File: src/rtl/muldiv_issue_ctrl_if.sv
// Signal bundle between the mul/div issue controller and its neighbours
// (decode, the RV32M unit u_muldiv, and the register-file write port).
interface muldiv_issue_ctrl_if;
  // Handshakes: an op moves to the unit on a cycle with md_valid_o=1 and
  // md_stall_i=0, and the controller holds md_inst_o/md_ra_o/md_rb_o steady
  // until then. A writeback completes on a cycle with wb_valid_o=1 and
  // wb_ack_i=1, and wb_rd_o/wb_data_o stay steady until then.
  logic        dec_valid_i;
  logic        dec_is_muldiv_i;
  logic [2:0]  dec_funct3_i;
  logic [4:0]  dec_rd_i;
  logic [31:0] dec_ra_i;
  logic [31:0] dec_rb_i;
  logic        flush_i;
  logic        pipe_stall_o;
  logic        busy_o;
  logic        md_valid_o;
  logic [7:0]  md_inst_o;
  logic [31:0] md_ra_o;
  logic [31:0] md_rb_o;
  logic        md_stall_i;
  logic        md_ready_i;
  logic [31:0] md_result_i;
  logic        wb_valid_o;
  logic [4:0]  wb_rd_o;
  logic [31:0] wb_data_o;
  logic        wb_ack_i;
  logic        err_timeout_o;
  logic [1:0]  dbg_state;

  modport master (
    input  dec_valid_i, dec_is_muldiv_i, dec_funct3_i, dec_rd_i, dec_ra_i, dec_rb_i,
    input  flush_i, md_stall_i, md_ready_i, md_result_i, wb_ack_i,
    output pipe_stall_o, busy_o, md_valid_o, md_inst_o, md_ra_o, md_rb_o,
    output wb_valid_o, wb_rd_o, wb_data_o, err_timeout_o, dbg_state
  );

  modport slave (
    output dec_valid_i, dec_is_muldiv_i, dec_funct3_i, dec_rd_i, dec_ra_i, dec_rb_i,
    output flush_i, md_stall_i, md_ready_i, md_result_i, wb_ack_i,
    input  pipe_stall_o, busy_o, md_valid_o, md_inst_o, md_ra_o, md_rb_o,
    input  wb_valid_o, wb_rd_o, wb_data_o, err_timeout_o, dbg_state
  );
endinterface

File: src/rtl/muldiv_issue_ctrl.sv
// Issue/retire controller around the RV32M mul/div unit: latches an op from
// decode, hands it to the unit, waits for the result and writes it back.
module muldiv_issue_ctrl #(
  parameter int TIMEOUT_CYCLES = 64
) (
  input  logic               clk_i,
  input  logic               rst_ni,
  muldiv_issue_ctrl_if.master bus
);

  localparam int CW = $clog2(TIMEOUT_CYCLES);

  typedef enum logic [1:0] {
    IDLE  = 2'd0,
    ISSUE = 2'd1,
    WAIT  = 2'd2,
    WB    = 2'd3
  } state_t;

  state_t        state_q, state_d;
  logic [CW-1:0] cnt_q;
  logic [2:0]    funct3_q;
  logic [4:0]    rd_q;
  logic [31:0]   ra_q, rb_q, data_q;
  logic          kill_q, err_q;
  logic          accept, handshake, timeout_hit, kill_set;

  assign accept      = bus.dec_valid_i & bus.dec_is_muldiv_i & ~bus.flush_i;
  assign handshake   = (state_q == ISSUE) & ~bus.md_stall_i;
  assign timeout_hit = (state_q == WAIT) & ~bus.md_ready_i &
                       (cnt_q == CW'(TIMEOUT_CYCLES - 1));
  // Once the unit has the op, a flush can only discard its result.
  assign kill_set    = bus.flush_i & (handshake | (state_q == WAIT));

  always_comb begin
    state_d = state_q;
    unique case (state_q)
      IDLE:  if (accept) state_d = ISSUE;
      ISSUE: begin
        if (!bus.md_stall_i)   state_d = WAIT;
        else if (bus.flush_i)  state_d = IDLE;
      end
      WAIT: begin
        if (bus.md_ready_i) begin
          if ((rd_q == 5'd0) || kill_q || bus.flush_i) state_d = IDLE;
          else                                         state_d = WB;
        end else if (timeout_hit) begin
          state_d = IDLE;
        end
      end
      WB:    if (bus.wb_ack_i || bus.flush_i) state_d = IDLE;
      default: state_d = IDLE;
    endcase
  end

  always_ff @(posedge clk_i or negedge rst_ni) begin
    if (!rst_ni) state_q <= IDLE;
    else         state_q <= state_d;
  end

  always_ff @(posedge clk_i or negedge rst_ni) begin
    if (!rst_ni) begin
      cnt_q    <= '0;
      funct3_q <= '0;
      rd_q     <= '0;
      ra_q     <= '0;
      rb_q     <= '0;
      data_q   <= '0;
      kill_q   <= 1'b0;
      err_q    <= 1'b0;
    end else begin
      err_q <= timeout_hit;
      if ((state_q == IDLE) && accept) begin
        funct3_q <= bus.dec_funct3_i;
        rd_q     <= bus.dec_rd_i;
        ra_q     <= bus.dec_ra_i;
        rb_q     <= bus.dec_rb_i;
        kill_q   <= 1'b0;
      end else if (kill_set) begin
        kill_q <= 1'b1;
      end
      if (handshake)              cnt_q <= '0;
      else if (state_q == WAIT)   cnt_q <= cnt_q + CW'(1);
      if ((state_q == WAIT) && bus.md_ready_i) data_q <= bus.md_result_i;
    end
  end

  assign bus.busy_o        = (state_q != IDLE);
  assign bus.pipe_stall_o  = (state_q != IDLE);
  assign bus.md_valid_o    = (state_q == ISSUE);
  assign bus.md_inst_o     = (state_q == ISSUE) ? (8'b1 << funct3_q) : 8'b0;
  assign bus.md_ra_o       = ra_q;
  assign bus.md_rb_o       = rb_q;
  assign bus.wb_valid_o    = (state_q == WB);
  assign bus.wb_rd_o       = rd_q;
  assign bus.wb_data_o     = data_q;
  assign bus.err_timeout_o = err_q;
  assign bus.dbg_state     = state_q;

endmodule

File: src/flat_wrapper.sv
// flat-port wrapper written by rule: the top's interface ports become plain ports
module muldiv_issue_ctrl_flat 
#(
  parameter int TIMEOUT_CYCLES = 64
)
  (clk_i, rst_ni, bus_dec_valid_i, bus_dec_is_muldiv_i, bus_dec_funct3_i, bus_dec_rd_i, bus_dec_ra_i, bus_dec_rb_i, bus_flush_i, bus_md_stall_i, bus_md_ready_i, bus_md_result_i, bus_wb_ack_i, bus_pipe_stall_o, bus_busy_o, bus_md_valid_o, bus_md_inst_o, bus_md_ra_o, bus_md_rb_o, bus_wb_valid_o, bus_wb_rd_o, bus_wb_data_o, bus_err_timeout_o, bus_dbg_state);
  muldiv_issue_ctrl_if bus_i ();
  input  logic clk_i;
  input  logic rst_ni;
  input wire logic [$bits(bus_i.dec_valid_i)-1:0] bus_dec_valid_i;
  input wire logic [$bits(bus_i.dec_is_muldiv_i)-1:0] bus_dec_is_muldiv_i;
  input wire logic [$bits(bus_i.dec_funct3_i)-1:0] bus_dec_funct3_i;
  input wire logic [$bits(bus_i.dec_rd_i)-1:0] bus_dec_rd_i;
  input wire logic [$bits(bus_i.dec_ra_i)-1:0] bus_dec_ra_i;
  input wire logic [$bits(bus_i.dec_rb_i)-1:0] bus_dec_rb_i;
  input wire logic [$bits(bus_i.flush_i)-1:0] bus_flush_i;
  input wire logic [$bits(bus_i.md_stall_i)-1:0] bus_md_stall_i;
  input wire logic [$bits(bus_i.md_ready_i)-1:0] bus_md_ready_i;
  input wire logic [$bits(bus_i.md_result_i)-1:0] bus_md_result_i;
  input wire logic [$bits(bus_i.wb_ack_i)-1:0] bus_wb_ack_i;
  output wire logic [$bits(bus_i.pipe_stall_o)-1:0] bus_pipe_stall_o;
  output wire logic [$bits(bus_i.busy_o)-1:0] bus_busy_o;
  output wire logic [$bits(bus_i.md_valid_o)-1:0] bus_md_valid_o;
  output wire logic [$bits(bus_i.md_inst_o)-1:0] bus_md_inst_o;
  output wire logic [$bits(bus_i.md_ra_o)-1:0] bus_md_ra_o;
  output wire logic [$bits(bus_i.md_rb_o)-1:0] bus_md_rb_o;
  output wire logic [$bits(bus_i.wb_valid_o)-1:0] bus_wb_valid_o;
  output wire logic [$bits(bus_i.wb_rd_o)-1:0] bus_wb_rd_o;
  output wire logic [$bits(bus_i.wb_data_o)-1:0] bus_wb_data_o;
  output wire logic [$bits(bus_i.err_timeout_o)-1:0] bus_err_timeout_o;
  output wire logic [$bits(bus_i.dbg_state)-1:0] bus_dbg_state;
  assign bus_i.dec_valid_i = bus_dec_valid_i;
  assign bus_i.dec_is_muldiv_i = bus_dec_is_muldiv_i;
  assign bus_i.dec_funct3_i = bus_dec_funct3_i;
  assign bus_i.dec_rd_i = bus_dec_rd_i;
  assign bus_i.dec_ra_i = bus_dec_ra_i;
  assign bus_i.dec_rb_i = bus_dec_rb_i;
  assign bus_i.flush_i = bus_flush_i;
  assign bus_i.md_stall_i = bus_md_stall_i;
  assign bus_i.md_ready_i = bus_md_ready_i;
  assign bus_i.md_result_i = bus_md_result_i;
  assign bus_i.wb_ack_i = bus_wb_ack_i;
  assign bus_pipe_stall_o = bus_i.pipe_stall_o;
  assign bus_busy_o = bus_i.busy_o;
  assign bus_md_valid_o = bus_i.md_valid_o;
  assign bus_md_inst_o = bus_i.md_inst_o;
  assign bus_md_ra_o = bus_i.md_ra_o;
  assign bus_md_rb_o = bus_i.md_rb_o;
  assign bus_wb_valid_o = bus_i.wb_valid_o;
  assign bus_wb_rd_o = bus_i.wb_rd_o;
  assign bus_wb_data_o = bus_i.wb_data_o;
  assign bus_err_timeout_o = bus_i.err_timeout_o;
  assign bus_dbg_state = bus_i.dbg_state;
  muldiv_issue_ctrl #(.TIMEOUT_CYCLES(TIMEOUT_CYCLES)) u_core (.clk_i(clk_i), .rst_ni(rst_ni), .bus(bus_i));
endmodule
File: config.mk
export PLATFORM = sky130hd
export DESIGN_NAME = muldiv_issue_ctrl_flat
export DESIGN_NICKNAME = d
export VERILOG_FILES = /design/src/rtl/muldiv_issue_ctrl_if.sv /design/src/rtl/muldiv_issue_ctrl.sv /design/src/flat_wrapper.sv
export SDC_FILE = /design/constraint.sdc
export NUM_CORES = 1
export LEC_CHECK = 0
export BUFFER_PORTS_ARGS = -buffer_cell sky130_fd_sc_hd__buf_2
export CAP_MARGIN = 5
export CORE_MARGIN = 2
export CORE_UTILIZATION = 47
export DETAILED_ROUTE_END_ITERATION = 12
export GPL_ROUTABILITY_DRIVEN = 0
export PLACE_DENSITY = 0.81
export SLEW_MARGIN = 20
export SYNTH_ARGS = -nofsm -noshare
export SYNTH_HDL_FRONTEND = slang
export SYNTH_SLANG_ARGS = --single-unit
File: constraint.sdc
create_clock -name clk_i -period 2.07 [get_ports clk_i]
set_input_delay 0.1035 -clock clk_i [delete_from_list [all_inputs] [get_ports clk_i]]
set_output_delay 0.1035 -clock clk_i [all_outputs]
set_load 0.05 [all_outputs]
==> flow_summary_export.csv, run 1 <==
group,metric,value,unit
setup_path,critPathSlowestCell,"dfrtp_2",
sta,skew,0.00585,ns
sta,setup_viol,0,
yosys,yosysWarnings,0,
power,max-vdd-ir-drop,0.989,mV
setup_path,critical_path_buf_inv_count,2,
cts,cts_num_sinks,114,
cts,cts_buffer_depth,2,
final_layout,instances_no_fill,802,
sta,slew_violations,0,
grt,grtUsageTotal,27.5,%
floorplanning,dieHeight,106,um
cts,clk_latency,0.52,ns
cts,clkTransAtPathRegs,0.06,ns
sta,fin_ws,0.0927,ns
yosys,synth.avg_cell_area,16.3,um2
cts,postCtsHoldBufs,112,
final_layout,synthToLayoutAreaGrowth,61.0,%
setup_path,cp_cell_sequence,"buf_4 > nor2b_4 > nand2b_1 > nor3_4 > buf_2",
cts,post_cts_buffers,0,
sta,rsz0062_at_grt,"no",
floorplanning,die-area,11100,um2
grt,grt_max_degree,63,
placed_design,post-place-ws,0.264,ns
detailed_routing,vias,3956,
sta,max_slew_margin,68.4,%
floorplanning,die_width,106,um
yosys,syn_nets,411,
power,combPwrFrac,53.1,%
sta,final-hold-violation-count,0,
yosys,yosysSeqAreaShare,58.8,%
yosys,ys_types,36,
detailed_routing,drt_pass1_iterations,4,
hold_path,hold_path.class,"input port to async pin",
detailed_routing,wl_per_cell,18.4,um
sta,period_needed,1.98,ns
setup_path,start_kind,"register",
floorplanning,start_util,47.6,%
cts,cts_buffers,17,
placed_design,portBuffers,227,
floorplanning,ioPinCount,228,
grt,grt_pass1_wl,23200,um
detailed_routing,vias_per_cell,4.93,
grt,grt.overflow.total,0,
power,clock_power_share,18.6,%
final_layout,drive_gt1_share,57.6,%
placed_design,place_inst,658,
power,powerDensity,1830,nW/um2
yosys,syn_area,4850,um2
setup_path,crit_type,"register to output port",
final_layout,mostFrequentLayoutCells,"226 x buf_2, 113 x dfrtp_1, 112 x dlygate4sd3_1, 69 x mux2_4, 35 x mux2_2",
power,power.leakage,4.04,nW
cts,htreeDepth,4,
job,drv_cap,0,
yosys,ys_ff_latch,114,
floorplanning,fp-row-count,37,
cts,cts_tree,"yes",
power,p_sw_share,48.5,%
detailed_routing,ant_nets,0,
detailed_routing,drtIter0Drc,196,
grt,grt_pass1_vias,4337,
setup_path,slowest_delay,0.35,ns
final_layout,final_util,76.6,%
final_layout,nets,766,
run_status,status,"finished, final reports clean",
sta,worst-slew-pin-transition,0.474,ns
setup_path,crit_family,"simple AND/OR/NAND/NOR gates",
floorplanning,core_area,10200,um2
cts,cts_root_buf,"clkbuf_8",
sta,clock.fmax,0.506,GHz
power,seqPwrFrac,28.3,%
setup_path,cp.required,1.97,ns
power,p_total,14.3,mW
power,p_sw,6.91,mW
sta,fin_tns_setup,0,ns
setup_path,path_max_fanout,11,
yosys,syn_inst,298,
setup_path,worstPathArrival,1.87,ns
detailed_routing,drc,0,
placed_design,dp_hpwl,8450,um
sta,period_share,95.5,%
cts,cts.repair.resized,0,
setup_path,endpoint_kind,"output port",
grt,antenna_found_initial,1,
power,p_int,7.35,mW
detailed_routing,wl,14800,um
final_layout,final_common_cell,"buf_2",
## power groups by stage
stage	sequential [mW]	clock [mW]	combinational, mW
2_1_floorplan	7.52	0	2.09
3_3_place_gp	3.89	0	7.20
3_5_place_dp	3.98	0	7.31
4_1_cts	3.97	2.65	7.51
5_1_grt	4.14	2.79	7.82
6_report	4.04	2.65	7.57
## layout make-up
cell class                 instances  area (um2)
timing repair buffer             351        2390
multi-input combinational        167        1850
clock inverter                     6        55.1
clock buffer                      25         474
antenna                            1        2.50
fill                             589        2380
tap                              136         170
sequential                       114        2850
inverter                           2        7.51
## stage by stage
stage,hold WS [ns],area (um2)
after global routing,0.118,7800
after CTS,0.0900,7800
after detailed placement,0.0916,6150
after floorplan,-0.192,4890
final,0.0907,7800
after global placement,0.0876,6150
## cell families after synthesis
logic type / count (synthesis) / share of synthesized area (%)
muxes: 104 / 29.5
and+or+nand+nor: 44 / 4.77
buffers and inverters: 17 / 3.97
AOI/OAI and AO/OA: 18 / 2.66
DFF: 114 / 58.8
adders and majority gates: 1 / 0.258
## path summary, 6_finish.rpt
kind,end,slack [ns],cells past startpoint,startpoint
worst min register to register,u_core.bus.wb_data_o[19]$_DFFE_PN0P_,0.50,1,u_core.bus.wb_data_o[19]$_DFFE_PN0P_
min in group clk_i,u_core.kill_q$_DFFE_PN0P_,0.28,4,bus_dec_is_muldiv_i
max in group asynchronous,u_core.funct3_q[0]$_DFFE_PN0P_,1.29,3,rst_ni
worst max register to register,u_core.bus.md_ra_o[27]$_DFFE_PN0P_,0.23,4,u_core.bus.dbg_state[1]$_DFFE_PN0P_
worst max-delay path,bus_md_inst_o[0],0.09,5,u_core.bus.dbg_state[0]$_DFFE_PN0P_
worst min-delay path,u_core.bus.md_rb_o[6]$_DFFE_PN0P_,0.09,2,rst_ni
## routing by layer
layer | track usage (%) | wire length [um]
met1 | 30.0 | 5480
met2 | 48.9 | 7900
met3 | 8.04 | 906
met4 | 12.8 | 476
met5 | 0 | 0
## state kept, by name, summed over array words and instances, names as in the netlist, 2 cells and up
name,flops
u_core.bus.wb_rd_o,5
u_core.cnt_q,6
u_core.bus.md_rb_o,32
u_core.funct3_q,3
u_core.bus.dbg_state,2
u_core.bus.wb_data_o,32
u_core.bus.md_ra_o,32
## synthesized netlist by cell type
cell | count | area share (%)
mux2_2 | 35 | 8.1
nor2b_1 | 3 | 0.39
nand2_1 | 7 | 0.54
o41ai_1 | 1 | 0.18
clkbuf_1 | 3 | 0.23
nor4_1 | 1 | 0.13
nand3b_1 | 1 | 0.15
inv_1 | 2 | 0.15
or3_1 | 2 | 0.26
buf_6 | 1 | 0.23
o21a_1 | 1 | 0.15
o21ba_2 | 1 | 0.21
and2_1 | 1 | 0.13
buf_2 | 3 | 0.31
nand2b_1 | 7 | 0.90
or4_1 | 1 | 0.15
nor3b_1 | 1 | 0.15
nand3_1 | 5 | 0.52
a311oi_1 | 1 | 0.18
o21ai_0 | 4 | 0.41
mux2_4 | 69 | 21
dfrtp_1 | 114 | 59
or3b_2 | 1 | 0.18
nor2_1 | 10 | 0.77
o22ai_1 | 1 | 0.13
ha_1 | 1 | 0.26
a2111o_1 | 1 | 0.23
a22o_1 | 1 | 0.18
a21o_1 | 1 | 0.15
buf_12 | 7 | 2.9
o311ai_0 | 2 | 0.36
or2_4 | 1 | 0.18
nor3_1 | 3 | 0.31
o31ai_1 | 1 | 0.15
a21oi_1 | 3 | 0.31
buf_4 | 1 | 0.15
(Power assumes the default switching activity.)
==> run 2, diff against run 1 <==
--- a/config.mk
+++ b/config.mk
@@ -11,6 +11,7 @@
 export CORE_UTILIZATION = 47
 export DETAILED_ROUTE_END_ITERATION = 12
 export GPL_ROUTABILITY_DRIVEN = 0
+export GPL_TIMING_DRIVEN = 0
 export PLACE_DENSITY = 0.81
 export SLEW_MARGIN = 20
 export SYNTH_ARGS = -nofsm -noshare
==> run 2 against run 1 <==
Register-to-register slack got worse by 0.08 ns. Wire length increased by 2.7%. Via count increased by 1.5%. Global-route usage increased by 0.59 points. Critical path depth unchanged. Worst hold slack improved by 0.0026 ns. Sequential share of layout area decreased by 0.57 points. Critical endpoint is now bus_md_inst_o[4].
==> flow_summary_export.csv, run 2 (synthesis results as in run 1) <==
group,metric,value,unit
final_layout,mostFrequentLayoutCells,"223 x buf_2, 113 x dfrtp_1, 112 x dlygate4sd3_1, 69 x mux2_4, 35 x mux2_2",
power,powerDensity,1820,nW/um2
grt,grt_pass1_vias,4438,
cts,htreeDepth,4,
final_layout,final_util,77.8,%
sta,period_share,94.4,%
sta,period_needed,1.95,ns
detailed_routing,wl_per_cell,18.8,um
setup_path,path_max_fanout,10,
floorplanning,ioPinCount,228,
setup_path,r2r_start,"u_core.bus.dbg_state[0]$_DFFE_PN0P_",
cts,cts_num_sinks,114,
power,max-vdd-ir-drop,1.03,mV
grt,grt_max_degree,74,
setup_path,cp-startpoint,"u_core.bus.dbg_state[1]$_DFFE_PN0P_",
final_layout,synthToLayoutAreaGrowth,63.5,%
cts,cts_buffer_depth,2,
floorplanning,die-area,11100,um2
detailed_routing,drc,0,
detailed_routing,vias_per_cell,4.98,
detailed_routing,wl,15100,um
setup_path,crit_type,"register to output port",
detailed_routing,vias,4015,
power,power.leakage,4.09,nW
sta,clock.fmax,0.512,GHz
run_status,status,"finished, final reports clean",
grt,grt_pass1_wl,23600,um
power,p_total,14.4,mW
setup_path,r2r_cells,5,
sta,slew_violations,0,
job,drv_cap,0,
placed_design,post-place-ws,0.133,ns
sta,rsz0062_at_grt,"yes",
sta,skew,0.00725,ns
placed_design,portBuffers,227,
setup_path,rrSetupSlack,0.15,ns
setup_path,r2r_end,"u_core.bus.md_ra_o[8]$_DFFE_PN0P_",
cts,clk_latency,0.50,ns
final_layout,nets,769,
cts,cts_root_buf,"clkbuf_8",
setup_path,worstPathArrival,1.85,ns
setup_path,cp.required,1.97,ns
setup_path,crit_path_end,"bus_md_inst_o[4]",
floorplanning,die_width,106,um
sta,max_slew_margin,73.0,%
floorplanning,start_util,47.6,%
placed_design,dp_hpwl,8270,um
setup_path,start_kind,"register",
floorplanning,dieHeight,106,um
detailed_routing,ant_nets,0,
detailed_routing,drtIter0Drc,178,
grt,grtUsageTotal,28.0,%
sta,hold_ws,0.0933,ns
floorplanning,fp-row-count,37,
grt,antenna_found_initial,2,
setup_path,endpoint_kind,"output port",
cts,cts_buffers,17,
sta,final-hold-violation-count,0,
cts,clkTransAtPathRegs,0.06,ns
cts,post_cts_buffers,0,
hold_path,hold_path.class,"input port to async pin",
grt,grt.overflow.total,0,
floorplanning,core_area,10200,um2
final_layout,drive_gt1_share,58.0,%
sta,setup_viol,0,
detailed_routing,drt_pass1_iterations,4,
sta,worst-slew-pin-transition,0.405,ns
cts,cts_tree,"yes",
final_layout,final_common_cell,"buf_2",
sta,fin_tns_setup,0,ns
sta,fin_ws,0.117,ns
run 2: changes by cell type in the layout (fill, tap and decap cells not counted), sizes merged:
| cell | before | now |
|---|---|---|
| buf | 239 | 235 |
| clkbuf | 25 | 28 |
| clkinv | 5 | 7 |
| bufinv | 1 | 2 |
| clkinvlp | 0 | 1 |
| diode | 1 | 2 |
| inv | 2 | 3 |
run 2: worst max-delay path, stage by stage (launching register included):
cell and delay (ns):
dfrtp_1 0.40, clkbuf_2 0.20, nor2b_4 0.18, nand2_1 0.18, nor3_4 0.14, clkbuf_4 0.25
run 2: through the flow:
| step | cell area, um2 | std cells |
|---|---|---|
| after floorplan | 4890 | 298 |
| after global placement | 6200 | 661 |
| after detailed placement | 6230 | 662 |
| after CTS | 7910 | 805 |
| after global routing | 7930 | 807 |
| final | 7930 | 807 |
run 2: worst min path at each step:
stage | start | slack [ns] | to | depth (start not counted)
after global routing | rst_ni | 0.1 | u_core.bus.md_ra_o[2]$_DFFE_PN0P_ | 2
final | rst_ni | 0.09 | u_core.bus.md_ra_o[2]$_DFFE_PN0P_ | 2
after global placement | bus_md_ready_i | 0.33 | u_core.bus.err_timeout_o$_DFF_PN0_ | 2
after CTS | rst_ni | 0.08 | u_core.bus.md_ra_o[6]$_DFFE_PN0P_ | 2
after detailed placement | rst_ni | 0.04 | u_core.bus.md_ra_o[6]$_DFFE_PN0P_ | 1
after floorplan | rst_ni | -0.19 | u_core.bus.dbg_state[0]$_DFFE_PN0P_ | 0
run 2: layout make-up:
cell class	count	area [um2]
Sequential cell	114	2850
Timing Repair Buffer	340	2310
Fill cell	598	2260
Multi-Input combinational cell	167	1850
Clock buffer	21	439
Buffer	14	183
Tap cell	136	170
Clock inverter	11	111
Inverter	2	7.51
Antenna cell	2	5.00
run 2: routing by layer:
| metal | vias to the layer above | routed length, um | track usage [%] |
|---|---|---|---|
| met5 | - | 0 | 0 |
| met4 | 0 | 443 | 12.2 |
| met3 | 39 | 1010 | 9.21 |
| met2 | 188 | 8140 | 49.2 |
| met1 | 2012 | 5550 | 31.1 |
| li1 | 1776 | - | - |
run 2: timing repair:
| action | 4_1_cts | 5_1_grt |
|---|---|---|
| hold buffers | 112 | 0 |
| hold endpoints to repair | 225 | 0 |
| gates resized for setup | 1 | 8 |
| endpoints found under the setup margin | 8 | 9 |
run 2: power breakdown:
group          total, mW  switching [mW]  leakage, nW  internal (mW)
Sequential          4.08           0.764         1.37           3.32
Clock               2.72           0.991        0.275           1.73
Combinational       7.60            5.20         2.44           2.40
Total               14.4            6.95         4.09           7.45
==> run 3, diff against run 2 <==
==> constraint.sdc (replaced) <==
create_clock -name clk_i -period 1.8 [get_ports clk_i]
set_input_delay 0.09 -clock clk_i [delete_from_list [all_inputs] [get_ports clk_i]]
set_output_delay 0.09 -clock clk_i [all_outputs]
set_load 0.05 [all_outputs]
==> run 3 against run 2 <==
Utilization is 4.4 points higher. First-iteration DRC count is 21% lower. Register-to-register slack worse by 0.20 ns. The run now ends with setup timing left.
==> flow_summary_export.csv, run 3 (synthesis results as in run 1) <==
group,metric,value,unit
detailed_routing,drt_pass1_iterations,4,
sta,worst-slew-pin-transition,0.385,ns
detailed_routing,drtIter0Drc,140,
cts,cts_buffer_depth,2,
sta,period_needed,1.85,ns
run_status,status,"complete, but fails checks",
final_layout,mostFrequentLayoutCells,"221 x buf_2, 112 x dlygate4sd3_1, 112 x dfrtp_1, 69 x mux2_4, 35 x mux2_2",
floorplanning,start_util,47.6,%
setup_path,crit_family,"simple AND/OR/NAND/NOR gates",
detailed_routing,ant_nets,0,
floorplanning,core_area,10200,um2
grt,grt_pass1_vias,4376,
sta,period_share,103,%
floorplanning,die_width,106,um
detailed_routing,wl_per_cell,19.9,um
hold_path,hold_path.class,"input port to async pin",
setup_path,start_kind,"register",
floorplanning,fp-row-count,37,
placed_design,dp_hpwl,8120,um
sta,slew_violations,0,
grt,grt_max_degree,80,
final_layout,final_util,82.2,%
setup_path,critical_path_buf_inv_count,2,
sta,skew,0.0106,ns
cts,clk_latency,0.51,ns
floorplanning,die-area,11100,um2
cts,cts_buffers,17,
power,power.leakage,4.31,nW
sta,setup_viol,70,
job,drv_cap,0,
setup_path,worstPathArrival,2.24,ns
grt,grt.overflow.total,0,
sta,rsz0062_at_grt,"yes",
final_layout,final_common_cell,"buf_2",
detailed_routing,vias_per_cell,5.00,
detailed_routing,wl,16400,um
setup_path,endpoint_kind,"register",
setup_path,cp.required,2.19,ns
cts,htreeDepth,4,
setup_path,critPathSlowestCell,"dfrtp_2",
sta,hold_ws,0.0529,ns
sta,clock.fmax,0.541,GHz
power,powerDensity,2060,nW/um2
setup_path,slowest_delay,0.43,ns
power,seqPwrFrac,27.4,%
power,combPwrFrac,53.2,%
setup_path,cp_cell_sequence,"or2_4 > or3_4 > clkbuf_16 > buf_12 > mux2_4",
sta,max_slew_margin,74.3,%
detailed_routing,drc,0,
power,clock_power_share,19.4,%
final_layout,drive_gt1_share,59.3,%
power,p_sw_share,47.5,%
floorplanning,dieHeight,106,um
power,p_int,9.05,mW
final_layout,antenna_cells,0,
cts,cts_tree,"yes",
detailed_routing,vias,4123,
cts,cts_num_sinks,114,
sta,final-hold-violation-count,0,
setup_path,crit_type,"register to register",
grt,grt_pass1_wl,23400,um
power,p_sw,8.20,mW
floorplanning,ioPinCount,228,
run_status,violations,"setup timing",
cts,clkTransAtPathRegs,0.06,ns
power,max-vdd-ir-drop,1.43,mV
grt,grtUsageTotal,27.8,%
cts,cts_root_buf,"clkbuf_8",
final_layout,synthToLayoutAreaGrowth,72.7,%
final_layout,nets,789,
grt,antenna_found_initial,0,
sta,fin_ws,-0.0498,ns
setup_path,path_max_fanout,5,
placed_design,portBuffers,227,
[run 3: cell count changes in the layout (fill, tap and decap cells not counted), sizes merged]
cell	before	now
inv	3	2
bufinv	2	3
buf	235	252
clkinvlp	1	0
clkbuf	28	36
diode	2	0
clkinv	7	2
[run 3: per-layer routing]
layer / GRT usage, % / vias up / share of wire [%]
met5: 0 / - / 0
met4: 11.7 / 0 / 3.3
met3: 6.86 / 47 / 5.2
met2: 50.8 / 188 / 54
met1: 30.7 / 2073 / 37
li1: - / 1815 / -
[run 3: through the flow]
stage,area [um2],setup slack (ns),setup TNS (ns),std cells,power (mW)
after global routing,8370,-0.0736,-4.00,824,17.8
after detailed placement,6290,-0.144,-1.62,662,13.1
final,8370,-0.0498,-2.18,824,17.3
after floorplan,4950,-0.178,-12.53,298,11.1
after global placement,6250,-0.809,-71.57,661,12.9
after CTS,8090,-0.0313,-0.948,810,16.8
[run 3: path summary, 6_finish.rpt]
| check | slack (ns) | startpoint | endpoint | depth (start not counted) |
|---|---|---|---|---|
| max in group asynchronous | 1.05 | rst_ni | u_core.bus.wb_rd_o[1]$_DFFE_PN0P_ | 3 |
| min reg2reg | 0.50 | u_core.bus.wb_data_o[5]$_DFFE_PN0P_ | u_core.bus.wb_data_o[5]$_DFFE_PN0P_ | 1 |
| min in group clk_i | 0.35 | bus_dec_rd_i[0] | u_core.bus.wb_rd_o[0]$_DFFE_PN0P_ | 3 |
| max | -0.05 | u_core.bus.dbg_state[1]$_DFFE_PN0P_ | u_core.bus.md_rb_o[7]$_DFFE_PN0P_ | 5 |
| max reg2reg | -0.05 | u_core.bus.dbg_state[1]$_DFFE_PN0P_ | u_core.bus.md_rb_o[7]$_DFFE_PN0P_ | 5 |
| min | 0.05 | rst_ni | u_core.bus.md_ra_o[24]$_DFFE_PN0P_ | 2 |
[run 3: cell type report]
cell class / count / area [um2]
multi-input combinational: 167 / 1900
clock inverter: 5 / 100
tap: 136 / 170
fill: 528 / 1810
buffer: 15 / 218
timing repair buffer: 359 / 2650
sequential: 114 / 2860
clock buffer: 26 / 478
inverter: 2 / 7.51
[run 3: power by group through the flow]
stage / registers [mW] / logic (mW) / clock network (mW)
4_1_cts: 4.58 / 8.84 / 3.35
5_1_grt: 4.84 / 9.47 / 3.49
6_report: 4.72 / 9.19 / 3.35
3_5_place_dp: 4.58 / 8.50 / 0
3_3_place_gp: 4.46 / 8.40 / 0
2_1_floorplan: 8.66 / 2.49 / 0
[run 3: timing repair]
item / in CTS / in global routing
setup buffers: 5 / 5
hold buffers: 112 / 0
cloned: 0 / 9
endpoints found under the hold margin: 225 / 0
gates resized for setup: 21 / 9
setup endpoints to repair: 81 / 85
pin swaps: 4 / 4
